<file path="src/rtl/issue_pkg.sv">
// Shared encodings for the issue stage: dispatch-unit codes, the
// always-true condition code and a one-hot register mask helper.
package issue_pkg;

  typedef enum logic [1:0] {
    UNIT_ALU = 2'b00,
    UNIT_MUL = 2'b01,
    UNIT_FP  = 2'b10
  } unit_e;

  localparam logic [3:0] COND_AL = 4'hE;

  localparam int unsigned NREGS = 16;

  function automatic logic [NREGS-1:0] reg_mask(input logic [3:0] r);
    return NREGS'(1) << r;
  endfunction

endpackage

</file>
<file path="src/rtl/issue_scoreboard.sv">
// Register/flag scoreboard: one pending bit per architectural register
// plus a single flag-pending bit. Sets win over same-cycle clears, and
// clears only become visible on the following cycle.
module issue_scoreboard
  import issue_pkg::*;
(
  input  logic             CLK,
  input  logic             Reset,
  input  logic             set_en_i,
  input  logic [3:0]       set_reg_i,
  input  logic             set_flag_i,
  input  logic             mul_clr_i,
  input  logic [3:0]       mul_clr_reg_i,
  input  logic             fp_clr_i,
  input  logic [3:0]       fp_clr_reg_i,
  output logic [NREGS-1:0] pending_o,
  output logic             flag_pend_o
);

  logic [NREGS-1:0] pend_q, pend_d;
  logic             flag_q, flag_d;
  logic [NREGS-1:0] clr_mask, set_mask;

  // Next scoreboard state: apply writeback clears, then dispatch sets on top.
  always_comb begin
    clr_mask = '0;
    set_mask = '0;
    if (mul_clr_i) clr_mask = clr_mask | reg_mask(mul_clr_reg_i);
    if (fp_clr_i)  clr_mask = clr_mask | reg_mask(fp_clr_reg_i);
    if (set_en_i)  set_mask = reg_mask(set_reg_i);
    pend_d = (pend_q & ~clr_mask) | set_mask;
    flag_d = (flag_q & ~mul_clr_i) | set_flag_i;
  end

  // Scoreboard registers with synchronous reset.
  always_ff @(posedge CLK) begin
    if (Reset) begin
      pend_q <= '0;
      flag_q <= 1'b0;
    end else begin
      pend_q <= pend_d;
      flag_q <= flag_d;
    end
  end

  assign pending_o   = pend_q;
  assign flag_pend_o = flag_q;

endmodule

</file>
<file path="src/rtl/issue_stage.sv">
// Issue stage: hazard detection against the scoreboard, multiplier
// busy counter and registered dispatch outputs.
// Optional FP path enabled by defining ISSUE_FP_EN; without it FP
// instructions are dropped and reported on UndefE.
module issue_stage
  import issue_pkg::*;
#(
  parameter int unsigned MUL_LAT = 4
) (
  input  logic       CLK,
  input  logic       Reset,
  input  logic       IssueI,
  input  logic [3:0] RA1I,
  input  logic [3:0] RA2I,
  input  logic [3:0] WA3I,
  input  logic       ALUSrcI,
  input  logic       RegWI,
  input  logic       NoWriteI,
  input  logic       MULSI,
  input  logic       FPSI,
  input  logic       PCSI,
  input  logic [3:0] CondI,
  input  logic [3:0] FlagWI,
  input  logic       FPReady,
  input  logic       MulDoneW,
  input  logic       FPDoneW,
  input  logic [3:0] MulWA3W,
  input  logic [3:0] FPWA3W,
  output logic       StallI,
  output logic       IssueE,
  output logic [1:0] UnitE,
  output logic       UndefE
);

  localparam logic [2:0] MUL_LOAD = 3'(MUL_LAT - 1);

  logic [NREGS-1:0] pending;
  logic             flag_pend;
  logic [2:0]       busy_q, busy_d;
  logic             issue_q, undef_q;
  unit_e            unit_q, unit_sel;

  logic writes, src_haz, waw_haz, flag_haz, pc_haz, struct_haz;
  logic fp_struct, fp_clr, fp_drop;
  logic dispatch, mul_disp, tracked;

`ifdef ISSUE_FP_EN
  assign fp_struct = FPSI & ~FPReady;
  assign fp_clr    = FPDoneW;
  assign fp_drop   = 1'b0;
`else
  logic unused_fp;
  assign unused_fp = ^{FPReady, FPDoneW, FPWA3W};
  assign fp_struct = 1'b0;
  assign fp_clr    = 1'b0;
  assign fp_drop   = FPSI & ~MULSI;
`endif

  assign writes     = RegWI & ~NoWriteI;
  assign src_haz    = pending[RA1I] | (~ALUSrcI & pending[RA2I]);
  assign waw_haz    = writes & pending[WA3I];
  assign flag_haz   = flag_pend & ((CondI != COND_AL) | (FlagWI != 4'h0));
  assign pc_haz     = PCSI & ((|pending) | flag_pend);
  assign struct_haz = (MULSI & (busy_q != '0)) | fp_struct;

  assign StallI   = IssueI & (src_haz | waw_haz | flag_haz | pc_haz | struct_haz);
  assign dispatch = IssueI & ~StallI;
  assign mul_disp = dispatch & MULSI;
  // Dropped FP ops are "dispatched" for flow purposes but never scoreboarded.
  assign tracked  = dispatch & ~fp_drop & (MULSI | FPSI);

  // Target unit selection; MUL wins when both unit selects are raised.
  always_comb begin
    unit_sel = UNIT_ALU;
    if (MULSI)     unit_sel = UNIT_MUL;
    else if (FPSI) unit_sel = UNIT_FP;
  end

  // Multiplier busy counter: reload on MUL dispatch, count down, hold at zero.
  always_comb begin
    busy_d = busy_q;
    if (mul_disp)            busy_d = MUL_LOAD;
    else if (busy_q != '0)   busy_d = busy_q - 3'd1;
  end

  issue_scoreboard u_sb (
    .CLK           (CLK),
    .Reset         (Reset),
    .set_en_i      (tracked & writes),
    .set_reg_i     (WA3I),
    .set_flag_i    (mul_disp & (FlagWI != 4'h0)),
    .mul_clr_i     (MulDoneW),
    .mul_clr_reg_i (MulWA3W),
    .fp_clr_i      (fp_clr),
    .fp_clr_reg_i  (FPWA3W),
    .pending_o     (pending),
    .flag_pend_o   (flag_pend)
  );

  // Registered dispatch outputs and busy counter.
  always_ff @(posedge CLK) begin
    if (Reset) begin
      issue_q <= 1'b0;
      undef_q <= 1'b0;
      unit_q  <= UNIT_ALU;
      busy_q  <= '0;
    end else begin
      issue_q <= dispatch & ~fp_drop;
      undef_q <= dispatch & fp_drop;
      if (dispatch & ~fp_drop) unit_q <= unit_sel;
      busy_q  <= busy_d;
    end
  end

  assign IssueE = issue_q;
  assign UndefE = undef_q;
  assign UnitE  = unit_q;

endmodule
</file>
<file path="config.mk">
export PLATFORM = sky130hd
export DESIGN_NAME = issue_stage
export DESIGN_NICKNAME = d
export VERILOG_FILES = /design/src/rtl/issue_pkg.sv /design/src/rtl/issue_scoreboard.sv /design/src/rtl/issue_stage.sv
export SDC_FILE = /design/constraint.sdc
export NUM_CORES = 1
export LEC_CHECK = 0
export CORE_AREA = 2 2 63 65
export CTS_BUF_LIST = sky130_fd_sc_hd__clkbuf_4
export DETAILED_ROUTE_END_ITERATION = 16
export DIE_AREA = 0 0 65 67
export PLACE_DENSITY = 0.86
export SYNTH_ARGS = -nofsm -noshare
export SYNTH_HDL_FRONTEND = slang
export SYNTH_SLANG_ARGS = --single-unit
export TNS_END_PERCENT = 5
</file>
<file path="constraint.sdc">
create_clock -name CLK -period 2.45 [get_ports CLK]
set_input_delay 0.49 -clock CLK [delete_from_list [all_inputs] [get_ports CLK]]
set_output_delay 0.49 -clock CLK [all_outputs]
set_load 0.03 [all_outputs]
</file>
==> summary.txt <==
Run status
  • Status: complete, but fails checks
  • Failing checks: setup timing

Drt
  • Drt via density: roughly 6
  • Antenna-violating nets left: 0
  • Via count: approximately 1,700
  • DRC viols: 0
  • DR pass1 iterations: 6
  • Avg WL per Cell: 17.0 um
  • DRT iter0 DRCs: around 170
  • Total Wirelength: between 4000 and 5000 um

Synth
  • Synth Cell Area: ~1600 sq um
  • Top FF cell, synth: dfxtp_1
  • FF+latch count, synth: 24
  • Count leader, synth: dfxtp_1
  • Syn Area/Cell: between 10 and 15 sq um
  • Post-synth top area share: 0.308
  • Post-synth top cells: dfxtp_1 (24), o31ai_1 (16), mux4_2 (10), nand3_1 (10), o211ai_1 (9)
  • Sequential element share of the synthesized area: 0.308
  • Yosys cell types: 46
  • EDFF count, synth: 0
  • Mapped Cells: 154
  • Syn Nets: ~200
  • Area leader, netlist: dfxtp_1
  • Largest cells by area after synthesis: dfxtp_1 (31%), mux4_2 (14%), o31ai_1 (7.7%), o211ai_1 (4.3%), mux2i_1 (3.2%)
  • Post-synth ARST share: 0
  • Warnings, synthesis: 0

GRT
  • Grt ovf: 0
  • Total GRT Usage: 0.231
  • Vias in the first global route: 1,598
  • Pin count of the biggest net entering global routing: 22
  • Initial antenna violation count: 0
  • First-pass GRT wire length: between 7000 and 8000 um

Cells and area
  • Core Util, Final: 0.654
  • Synthesis-to-finish area growth: 51.3%
  • Share of layout cells above drive strength 1: 0.362
  • Layout Nets: 278
  • # fillers: 290
  • Final cell count without fillers: 283
  • N_diodes: 0

Floorplan
  • Row count: 22
  • Core Footprint: 3610 sq um
  • Die Y: between 60 and 70 um
  • Die ar.: about 4400 sq um
  • Die Width: around 65 um
  • Initial Util: 0.432
  • IO Pins: 45

Worst setup path
  • Worst path top cell family by delay: multiplexers
  • Critical path type: flop to output pin
  • R2R setup slack: ~0.10 ns
  • Reg-to-Reg End: IssueE$_SDFF_PP0_
  • FF-to-FF path depth: 9
  • Required time worst endpoint: about 2.0 ns
  • Crit end category: output pin
  • Worst r2r src: u_sb.pending_o[11]$_SDFF_PP0_
  • CP cell instances: buf_6 -> mux4_2 -> nand3b_1 -> o2111ai_2 -> a211oi_4 -> nand2_4 -> and2_4 -> buf_6
  • Crit-path max FO: 4
  • Critical Path Start Type: flop
  • Largest stage delay, worst path: 0.45 ns
  • Worst path most repeated cell: buf_6
  • Worst EP arrival: 2.17 ns
  • CP bufs+invs: 2
  • Slowest stage cell, crit path: mux4_2

Timing
  • Final Critical Period: 2.66 ns
  • Normalized max-slew margin: 0.657
  • Final Max Tran Viols: 0
  • Setup TNS Final: -0.213 ns
  • Fin crit share: 1.09
  • Final setup margin: -0.213 ns
  • Worst Skew: 0.0103 ns
  • RSZ-0062 raised after global routing: yes
  • Fin Hold WS: roughly 0.5 ns
  • Final setup violation count: 1
  • Hold Fails Final Rpt: 0
  • Slew @ Worst Pin: 0.514 ns
  • Max Freq: 375 MHz

CTS
  • Clk sink count: 24
  • H-tree depth: 1
  • CTS Root Cell: clkbuf_4
  • Clock tree from TritonCTS: yes
  • Worst-Skew Late Latency: 0.31 ns
  • Clock buffer depth: 2
  • Register clock-pin slew on the reported worst setup and hold paths: about 0.13 ns
  • Num CTS Buffers: 3

Worst hold path
  • Hold Path End: UnitE[1]$_SDFFE_PP0P_
  • Worst hold path type: flop to flop
  • Hold-critical path depth: 1
  • Hold path start: UnitE[1]$_SDFFE_PP0P_

Power and ir drop
  • Peak VDD IR: about 460 uV
  • Leak: between 0.9 and 1 nW
  • Power per Cell Area: ~470 nW/um^2

Place
  • Placed instance count: approximately 280
  • PortBufs: 38
  • Final Wtd Congestion: 0.975
  • DP HPWL: 3800 um

Job
  • Max-cap violations: 0
## cell type report
type                       count  area [sq um]  area share
inverter                       5          18.8     0.00796
clock buffer                   3          22.5     0.00955
tap                           48          60.1      0.0255
multi-input combinational    119          1050       0.445
sequential                    24           493       0.209
timing repair buffer          83           709       0.301
clock inverter                 1          3.75     0.00159
## stage by stage
| stage | power [W] | cell area (sq um) | setup slack, ns |
|---|---|---|---|
| floorplan | 0.000727 | 1580 | -0.0933 |
| global placement | 0.000906 | 2290 | -1.10 |
| detailed placement | 0.000918 | 2290 | -1.14 |
| CTS | 0.00109 | 2340 | -0.218 |
| global route | 0.00119 | 2360 | -0.294 |
| finish | 0.00110 | 2360 | -0.213 |
## repair_timing
item                                    4_1_cts  5_1_grt
buffers inserted                              1        1
endpoints found under the setup margin       23        1
pin swaps                                     9        3
resized for setup                            50        4
hold buffers                                  0        0
## power breakdown
group          leakage [nW]  internal (W)  switching [W]  total [W]
combinational         0.717      0.000254       0.000239   0.000493
sequential            0.199      0.000420      0.0000157   0.000436
clock                0.0154     0.0000594       0.000115   0.000175
total                 0.931      0.000733       0.000370    0.00110
## layer usage
| metal | global-route usage | vias to the layer above | share of wire |
|---|---|---|---|
| met5 | 0 | - | 0 |
| met4 | 0.0957 | 0 | 0.037 |
| met3 | 0.0270 | 19 | 0.080 |
| met2 | 0.384 | 81 | 0.47 |
| met1 | 0.303 | 795 | 0.41 |
| li1 | - | 786 | - |
## how the worst max path moves through the flow
| stage | cells past startpoint | start | end |
|---|---|---|---|
| floorplan | 8 | WA3I[1] | StallI |
| global placement | 8 | WA3I[1] | StallI |
| detailed placement | 8 | WA3I[1] | StallI |
| CTS | 8 | u_sb.pending_o[11]$_SDFF_PP0_ | StallI |
| global route | 8 | u_sb.pending_o[11]$_SDFF_PP0_ | StallI |
| finish | 8 | u_sb.pending_o[11]$_SDFF_PP0_ | StallI |
## cell usage in the layout (no fill, tap or decap), types with 2 or more instances in the layout
cell / synthesis / layout
nand3_1: 10 / 10
mux4_2: 10 / 11
nand2b_1: 5 / 5
buf_6: 2 / 4
nand4b_1: 2 / 2
nor2b_1: 3 / 3
buf_2: 0 / 3
buf_4: 1 / 42
clkdlybuf4s50_1: 0 / 25
dfxtp_2: 0 / 7
nand4_1: 3 / 3
nor2_1: 7 / 7
clkdlybuf4s15_1: 0 / 2
clkbuf_4: 0 / 3
o311ai_0: 3 / 3
and3_1: 2 / 2
inv_1: 4 / 4
nand2_1: 8 / 8
ha_1: 2 / 2
mux2i_1: 5 / 5
nor3b_1: 2 / 2
clkinv_1: 1 / 2
o31ai_1: 16 / 16
nand3b_1: 5 / 5
o22ai_1: 2 / 2
dlygate4sd2_1: 0 / 6
dfxtp_1: 24 / 16
o211ai_1: 9 / 9
or4_4: 0 / 2
nor4_2: 0 / 2
## sequential cells by signal, indices dropped and copies added, names as in the netlist
name / count
IssueE: 1
UndefE: 1
UnitE: 2
busy_q: 3
u_sb.flag_pend_o: 1
u_sb.pending_o: 16
## logic make-up after synthesis
family,after synthesis,synth area share
AOI/OAI and AO/OA,39,0.198
xor gates and xnor gates,1,0.00562
adders and majority gates,2,0.0161
buffers and inverters,11,0.0385
DFF,24,0.308
muxes,18,0.208
and+or+nand+nor,59,0.226
Power figures use the tool's default switching activity.
